**config.mk**
```make
export PLATFORM = sky130hd
export DESIGN_NAME = mem_block_mover_flat
export DESIGN_NICKNAME = d
export VERILOG_FILES = /design/src/rtl/mem_block_mover_if.sv /design/src/rtl/mem_block_mover.sv /design/src/flat_wrapper.sv
export SDC_FILE = /design/constraint.sdc
export NUM_CORES = 1
export LEC_CHECK = 0
export CAP_MARGIN = 5
export CORE_MARGIN = 10
export CORE_UTILIZATION = 49
export DETAILED_ROUTE_END_ITERATION = 10
export PLACE_DENSITY = 0.78
export RECOVER_POWER = 50
export REMOVE_ABC_BUFFERS = 1
export SLEW_MARGIN = 20
export SYNTH_ARGS = -nofsm -noshare
export SYNTH_HDL_FRONTEND = slang
export SYNTH_SLANG_ARGS = --single-unit
```
**constraint.sdc**
```tcl
create_clock -name clk -period 4 [get_ports clk]
set_input_delay 0.8 -clock clk [delete_from_list [all_inputs] [get_ports clk]]
set_output_delay 0.8 -clock clk [all_outputs]
set_load 0.02 [all_outputs]
```
**src/rtl/mem_block_mover_if.sv**
```systemverilog
// Command and memory-bus bundle for the block mover.
// master: the mover (accepts commands, drives the memory port).
// slave:  the surrounding control logic plus the data memory.
interface mem_block_mover_if #(
    parameter int DEPTH_LOG2 = 8
);
    logic                  start;
    logic                  op;
    logic [DEPTH_LOG2-1:0] src;
    logic [DEPTH_LOG2-1:0] dst;
    logic [DEPTH_LOG2:0]   len;
    logic [31:0]           pattern;
    logic                  busy;
    logic                  done;
    logic [DEPTH_LOG2:0]   words_done;
    logic [31:0]           mem_address;
    logic                  mem_we;
    logic [31:0]           mem_write_data;
    logic [31:0]           mem_read_data;

    modport master (
        input  start, op, src, dst, len, pattern, mem_read_data,
        output busy, done, words_done, mem_address, mem_we, mem_write_data
    );

    modport slave (
        output start, op, src, dst, len, pattern, mem_read_data,
        input  busy, done, words_done, mem_address, mem_we, mem_write_data
    );
endinterface

```
**src/rtl/mem_block_mover.sv**
```systemverilog
// Block copy / fill engine for a single-port memory with combinational reads.
// Copy costs RD+WR per word, fill costs one WR per word. All bus outputs are
// registered from the next-state values so they are stable for a whole cycle.
module mem_block_mover #(
    parameter int DEPTH_LOG2 = 8
) (
    input  logic               clk,
    input  logic               rst,
    mem_block_mover_if.master  bus
);
    localparam int AW = DEPTH_LOG2;
    localparam logic [AW:0] ONE = 1;

    typedef enum logic [1:0] {S_IDLE, S_RD, S_WR, S_DONE} state_t;

    state_t        state_q, state_d;
    logic          op_q, op_d;
    logic [AW-1:0] src_q, src_d;
    logic [AW-1:0] dst_q, dst_d;
    logic [AW:0]   len_q, len_d;
    logic [31:0]   pat_q, pat_d;
    logic [31:0]   data_q, data_d;
    logic [AW:0]   idx_q, idx_d;        // also serves as words_done
    logic          busy_q, busy_d;
    logic          done_q, done_d;
    logic          we_q, we_d;
    logic [AW-1:0] addr_q, addr_d;
    logic [31:0]   wdata_q, wdata_d;

    // Next-state, command latching, and bus outputs decoded from the next state.
    always_comb begin
        state_d = state_q;
        op_d    = op_q;
        src_d   = src_q;
        dst_d   = dst_q;
        len_d   = len_q;
        pat_d   = pat_q;
        data_d  = data_q;
        idx_d   = idx_q;

        case (state_q)
            S_IDLE: begin
                if (bus.start) begin
                    op_d  = bus.op;
                    src_d = bus.src;
                    dst_d = bus.dst;
                    len_d = bus.len;
                    pat_d = bus.pattern;
                    idx_d = '0;
                    if (bus.len == '0)  state_d = S_DONE;
                    else if (!bus.op)   state_d = S_RD;
                    else                state_d = S_WR;
                end
            end
            S_RD: begin
                data_d  = bus.mem_read_data;
                state_d = S_WR;
            end
            S_WR: begin
                idx_d = idx_q + ONE;
                if (idx_q + ONE == len_q) state_d = S_DONE;
                else if (!op_q)           state_d = S_RD;
                else                      state_d = S_WR;
            end
            default: state_d = S_IDLE;
        endcase

        busy_d  = (state_d == S_RD) || (state_d == S_WR);
        done_d  = (state_d == S_DONE);
        we_d    = (state_d == S_WR);
        addr_d  = '0;
        wdata_d = '0;
        if (state_d == S_RD) begin
            addr_d = src_d + idx_d[AW-1:0];
        end else if (state_d == S_WR) begin
            addr_d  = dst_d + idx_d[AW-1:0];
            wdata_d = op_d ? pat_d : data_d;
        end
    end

    // State and output registers; reset aborts any command in flight.
    always_ff @(posedge clk) begin
        if (rst) begin
            state_q <= S_IDLE;
            op_q    <= 1'b0;
            src_q   <= '0;
            dst_q   <= '0;
            len_q   <= '0;
            pat_q   <= '0;
            data_q  <= '0;
            idx_q   <= '0;
            busy_q  <= 1'b0;
            done_q  <= 1'b0;
            we_q    <= 1'b0;
            addr_q  <= '0;
            wdata_q <= '0;
        end else begin
            state_q <= state_d;
            op_q    <= op_d;
            src_q   <= src_d;
            dst_q   <= dst_d;
            len_q   <= len_d;
            pat_q   <= pat_d;
            data_q  <= data_d;
            idx_q   <= idx_d;
            busy_q  <= busy_d;
            done_q  <= done_d;
            we_q    <= we_d;
            addr_q  <= addr_d;
            wdata_q <= wdata_d;
        end
    end

    assign bus.busy           = busy_q;
    assign bus.done           = done_q;
    assign bus.words_done     = idx_q;
    assign bus.mem_address    = 32'(addr_q);
    // The memory commits on the same edge that resets us, so the write enable
    // is masked by rst to keep an aborted word from landing.
    assign bus.mem_we         = we_q & ~rst;
    assign bus.mem_write_data = wdata_q;
endmodule

```
**src/flat_wrapper.sv**
```systemverilog
// flat-port wrapper written by rule: the top's interface ports become plain ports
module mem_block_mover_flat 
#(
    parameter int DEPTH_LOG2 = 8
)
  (clk, rst, bus_start, bus_op, bus_src, bus_dst, bus_len, bus_pattern, bus_mem_read_data, bus_busy, bus_done, bus_words_done, bus_mem_address, bus_mem_we, bus_mem_write_data);
  mem_block_mover_if #(.DEPTH_LOG2(DEPTH_LOG2)) bus_i ();
  input  logic clk;
  input  logic rst;
  input wire logic [$bits(bus_i.start)-1:0] bus_start;
  input wire logic [$bits(bus_i.op)-1:0] bus_op;
  input wire logic [$bits(bus_i.src)-1:0] bus_src;
  input wire logic [$bits(bus_i.dst)-1:0] bus_dst;
  input wire logic [$bits(bus_i.len)-1:0] bus_len;
  input wire logic [$bits(bus_i.pattern)-1:0] bus_pattern;
  input wire logic [$bits(bus_i.mem_read_data)-1:0] bus_mem_read_data;
  output wire logic [$bits(bus_i.busy)-1:0] bus_busy;
  output wire logic [$bits(bus_i.done)-1:0] bus_done;
  output wire logic [$bits(bus_i.words_done)-1:0] bus_words_done;
  output wire logic [$bits(bus_i.mem_address)-1:0] bus_mem_address;
  output wire logic [$bits(bus_i.mem_we)-1:0] bus_mem_we;
  output wire logic [$bits(bus_i.mem_write_data)-1:0] bus_mem_write_data;
  assign bus_i.start = bus_start;
  assign bus_i.op = bus_op;
  assign bus_i.src = bus_src;
  assign bus_i.dst = bus_dst;
  assign bus_i.len = bus_len;
  assign bus_i.pattern = bus_pattern;
  assign bus_i.mem_read_data = bus_mem_read_data;
  assign bus_busy = bus_i.busy;
  assign bus_done = bus_i.done;
  assign bus_words_done = bus_i.words_done;
  assign bus_mem_address = bus_i.mem_address;
  assign bus_mem_we = bus_i.mem_we;
  assign bus_mem_write_data = bus_i.mem_write_data;
  mem_block_mover #(.DEPTH_LOG2(DEPTH_LOG2)) u_core (.clk(clk), .rst(rst), .bus(bus_i));
endmodule
```
==> results.py, run 1 <==
metrics = {
    "status": {
        "status": "complete, but fails checks",
        "violations": "capacitance limit, slew limit",
    },
    "final_layout": {
        "num-nets-final": 985,
        "layout-drive-gt1-share": 0.0600,
        "antenna_cells": 0,
        "syn_to_final_growth_pct": 31.3,
        "fillers": 1121,
        "finish.utilization": 0.653,
    },
    "logic_synthesis": {
        "synth_top_cell_by_area": "dfxtp_1",
        "yosys_warnings": 0,
        "ys_seq_elements": 144,
        "yosysTopAreaCellShare": 0.441,
        "syn-mean-instance-area_um2": 8.73,
        "synth_area_leaders": "dfxtp_1 (44%), nand2_1 (8.0%), a21oi_1 (5.7%), mux2i_1 (5.7%), and3b_1 (4.3%)",
        "ys_seq_area_frac": 0.441,
        "synth_common_cells": "dfxtp_1 (144), nand2_1 (140), a21oi_1 (74)",
        "syn-instance-count": 748,
        "synthArstFlopShare": 0,
        "syn-cell-area_um2": 6530,
        "synth_ff_type": "dfxtp_1",
        "synth-edff-count": 0,
        "yosys.cell_count.top_type": "dfxtp_1",
        "netlist-cell-type-count": 59,
    },
    "routing": {
        "drtIter0Drc": 302,
        "route.detailed.drc": 0,
        "wl_per_cell_um": 16.0,
        "num_vias": 5469,
        "dr.pass1.iters": 5,
        "wirelength_um": 17000,
        "vias_per_cell": 5.16,
        "ant_nets": 0,
    },
    "worst_setup_path": {
        "worstPathMaxFanout": 35,
        "crit_slowest_cell": "dfxtp_1",
        "critPathKind": "reg -> reg",
        "path_cells": "ha_1 > xor2_1 > a2111oi_2 > nand4_1 > a2111oi_2 > a222oi_1 > inv_1 > ha_1 > nor2b_1 > nand2b_1 > buf_12 > a211oi_1",
        "required_ns": 4.33,
        "crit_path_end_kind": "flip-flop",
        "worstPathArrival_ns": 3.91,
        "max_stage_delay_ns": 0.49,
        "critPathLaunch": "u_core.bus.words_done[0]",
        "reg2reg_from": "u_core.bus.words_done[0]",
        "cp_top_family": "compound AO/OA/AOI/OAI gates",
        "path_buf_inv": 2,
        "start_kind": "flip-flop",
    },
    "timing": {
        "min_period_ns": 3.59,
        "tightestPinTransition_ns": 1.97,
        "skew_ns": 0.00714,
        "max_freq_mhz": 279,
        "finalMaxSlewViolations": 57,
        "post-route-period-util": 0.897,
        "hold_viol": 0,
        "max-slew-margin-rel": -0.314,
        "setup_viol": 0,
        "rsz0062_at_grt": "false",
    },
    "min_path": {
        "hold_path_class": "reg -> reg",
        "hp-start": "u_core.pat_q[29]",
    },
    "clocking": {
        "clk_latency_ns": 0.42,
        "cts-root-buf": "clkbuf_16",
        "cts_tree": "done",
        "clk_pin_slew_worst_paths_ns": 0.06,
        "cts-htree-levels": 4,
        "clock-sinks": 144,
        "cts_inserted_buffers": 17,
        "cts_hold_buffers": 0,
        "cts_setup_buffers": 0,
        "clockBufferDepth": 2,
        "cts_resized": 0,
    },
    "pwr": {
        "power_uw": 3830,
        "powerDensity_nw_per_um2": 447,
        "irDropWorstVdd_v": 0.000287,
        "p_leak_uw": 0.00362,
    },
    "placed_design": {
        "port_buffers": 144,
        "hpwl_um": 12000,
        "globalplace.congestion": 0.882,
    },
    "grt": {
        "grt_max_degree": 82,
        "grt-ovfl-total": 0,
        "antenna_found_initial": 0,
        "first_global_vias": 5363,
        "grt_pass1_wl_um": 27200,
        "grt_use_total": 0.185,
    },
    "floorplan": {
        "die_w_um": 135,
        "start_util": 0.497,
        "die_area_um2": 18300,
        "placementRows": 42,
        "die_y_um": 135,
        "core_um2": 13100,
        "num_io_pins": 169,
    },
    "job": {
        "maxCapViolCount": 2,
    },
}
cell type report:
cell class                      count  area [um2]  share of cell area
Inverter                           14        52.6             0.00613
Tap cell                          176         220              0.0257
Multi-Input combinational cell    540        3260               0.380
Clock inverter                      9         158              0.0184
Timing Repair Buffer              155        1540               0.179
Sequential cell                   144        2880               0.336
Clock buffer                       22         464              0.0541
registers in the layout, summed over array words and instances (netlist names):
register	cells
u_core.bus.words_done	9
u_core.bus.mem_write_data	32
u_core.pat_q	32
u_core.bus.busy	1
u_core.dst_q	8
u_core.we_q	1
u_core.len_q	9
u_core.op_q	1
u_core.src_q	8
u_core.data_q	32
u_core.bus.done	1
u_core.state_q	2
u_core.addr_q	8
layout by cell type (no fill, tap or decap), types with 2 or more instances in the layout:
cell type and instances:
dfxtp_1 144, nand2_1 140, clkdlybuf4s50_1 99, a21oi_1 74, nor2_1 57, dlygate4sd3_1 44
mux2i_1 36, a211oi_1 33, and3b_1 32, conb_1 24, ha_1 18, o21ai_0 17
clkbuf_16 17, inv_1 14, nor2b_1 14, xnor2_1 10, nand2b_1 9, nor3_1 9
buf_4 7, xor2_1 6, a31oi_1 6, nand3_1 5, clkbuf_1 5, a21o_1 4
bufinv_16 4, o21a_1 3, o21bai_1 3, a22oi_1 3, nand3_2 2, a2111oi_2 2
o22ai_1 2, nand3b_1 2, or4_1 2, fa_1 2, clkbuf_8 2, clkinvlp_4 2
clkinv_4 2, buf_12 2
per-layer routing:
| layer | vias to the layer above | wire length (um) | global-route usage |
|---|---|---|---|
| li1 | 2765 | - | - |
| met1 | 2535 | 7620 | 0.229 |
| met2 | 143 | 8110 | 0.302 |
| met3 | 26 | 891 | 0.0456 |
| met4 | 0 | 354 | 0.0736 |
| met5 | - | 0 | 0 |
cells by family after synthesis:
kind of cell | share of synthesized area
and+or+nand+nor | 0.212
adders and majority gates | 0.0406
DFF | 0.441
AOI/OAI and AO/OA | 0.149
buffers and inverters | 0.0734
xor gates and xnor gates | 0.0240
other | 0.000574
muxes | 0.0584
through the flow:
step	hold slack [ns]	instance area, um2	instances	setup WS, ns	setup TNS (ns)
2_1_floorplan	0.431	6190	698	-0.839	-27.33
3_3_place_gp	0.444	7980	1029	0.380	0
3_5_place_dp	0.453	7980	1029	0.296	0
4_1_cts	0.461	8610	1060	0.374	0
5_1_grt	0.474	8580	1060	0.0563	0
6_report	0.456	8580	1060	0.414	0
path summary, 6_finish.rpt:
path / to / slack [ns] / cells after the start
max: u_core.bus.mem_write_data[28] / 0.41 / 12
min: u_core.pat_q[29] / 0.46 / 2
max reg2reg: u_core.bus.mem_write_data[28] / 0.41 / 12
min reg2reg: u_core.pat_q[29] / 0.46 / 2
tightest hold or removal path: cells and delay by family, from the launching register on:
| family | cells | cell delay [ns] |
|---|---|---|
| flip-flops | 1 | 0.29 |
| AO/OA/AOI/OAI | 1 | 0.06 |
| AND/OR/NAND/NOR | 1 | 0.06 |
where the power goes:
group	internal (uW)	switching, uW	total (uW)	leakage (uW)
combinational	273	343	616	0.00215
sequential	1520	33.9	1560	0.00117
clock	1070	585	1660	0.000296
total	2870	962	3830	0.00362
No activity file was read; power rests on OpenSTA's default activity.
==> inputs of run 2 (changes only) <==
--- a/config.mk
+++ b/config.mk
@@ -8,6 +8,7 @@
 export CAP_MARGIN = 5
 export CORE_MARGIN = 10
 export CORE_UTILIZATION = 49
+export CTS_CLUSTER_DIAMETER = 80
 export DETAILED_ROUTE_END_ITERATION = 10
 export PLACE_DENSITY = 0.78
 export RECOVER_POWER = 50
==> results of run 2 <==
The final DEF is identical to that of run 1; final timing and power are the same.
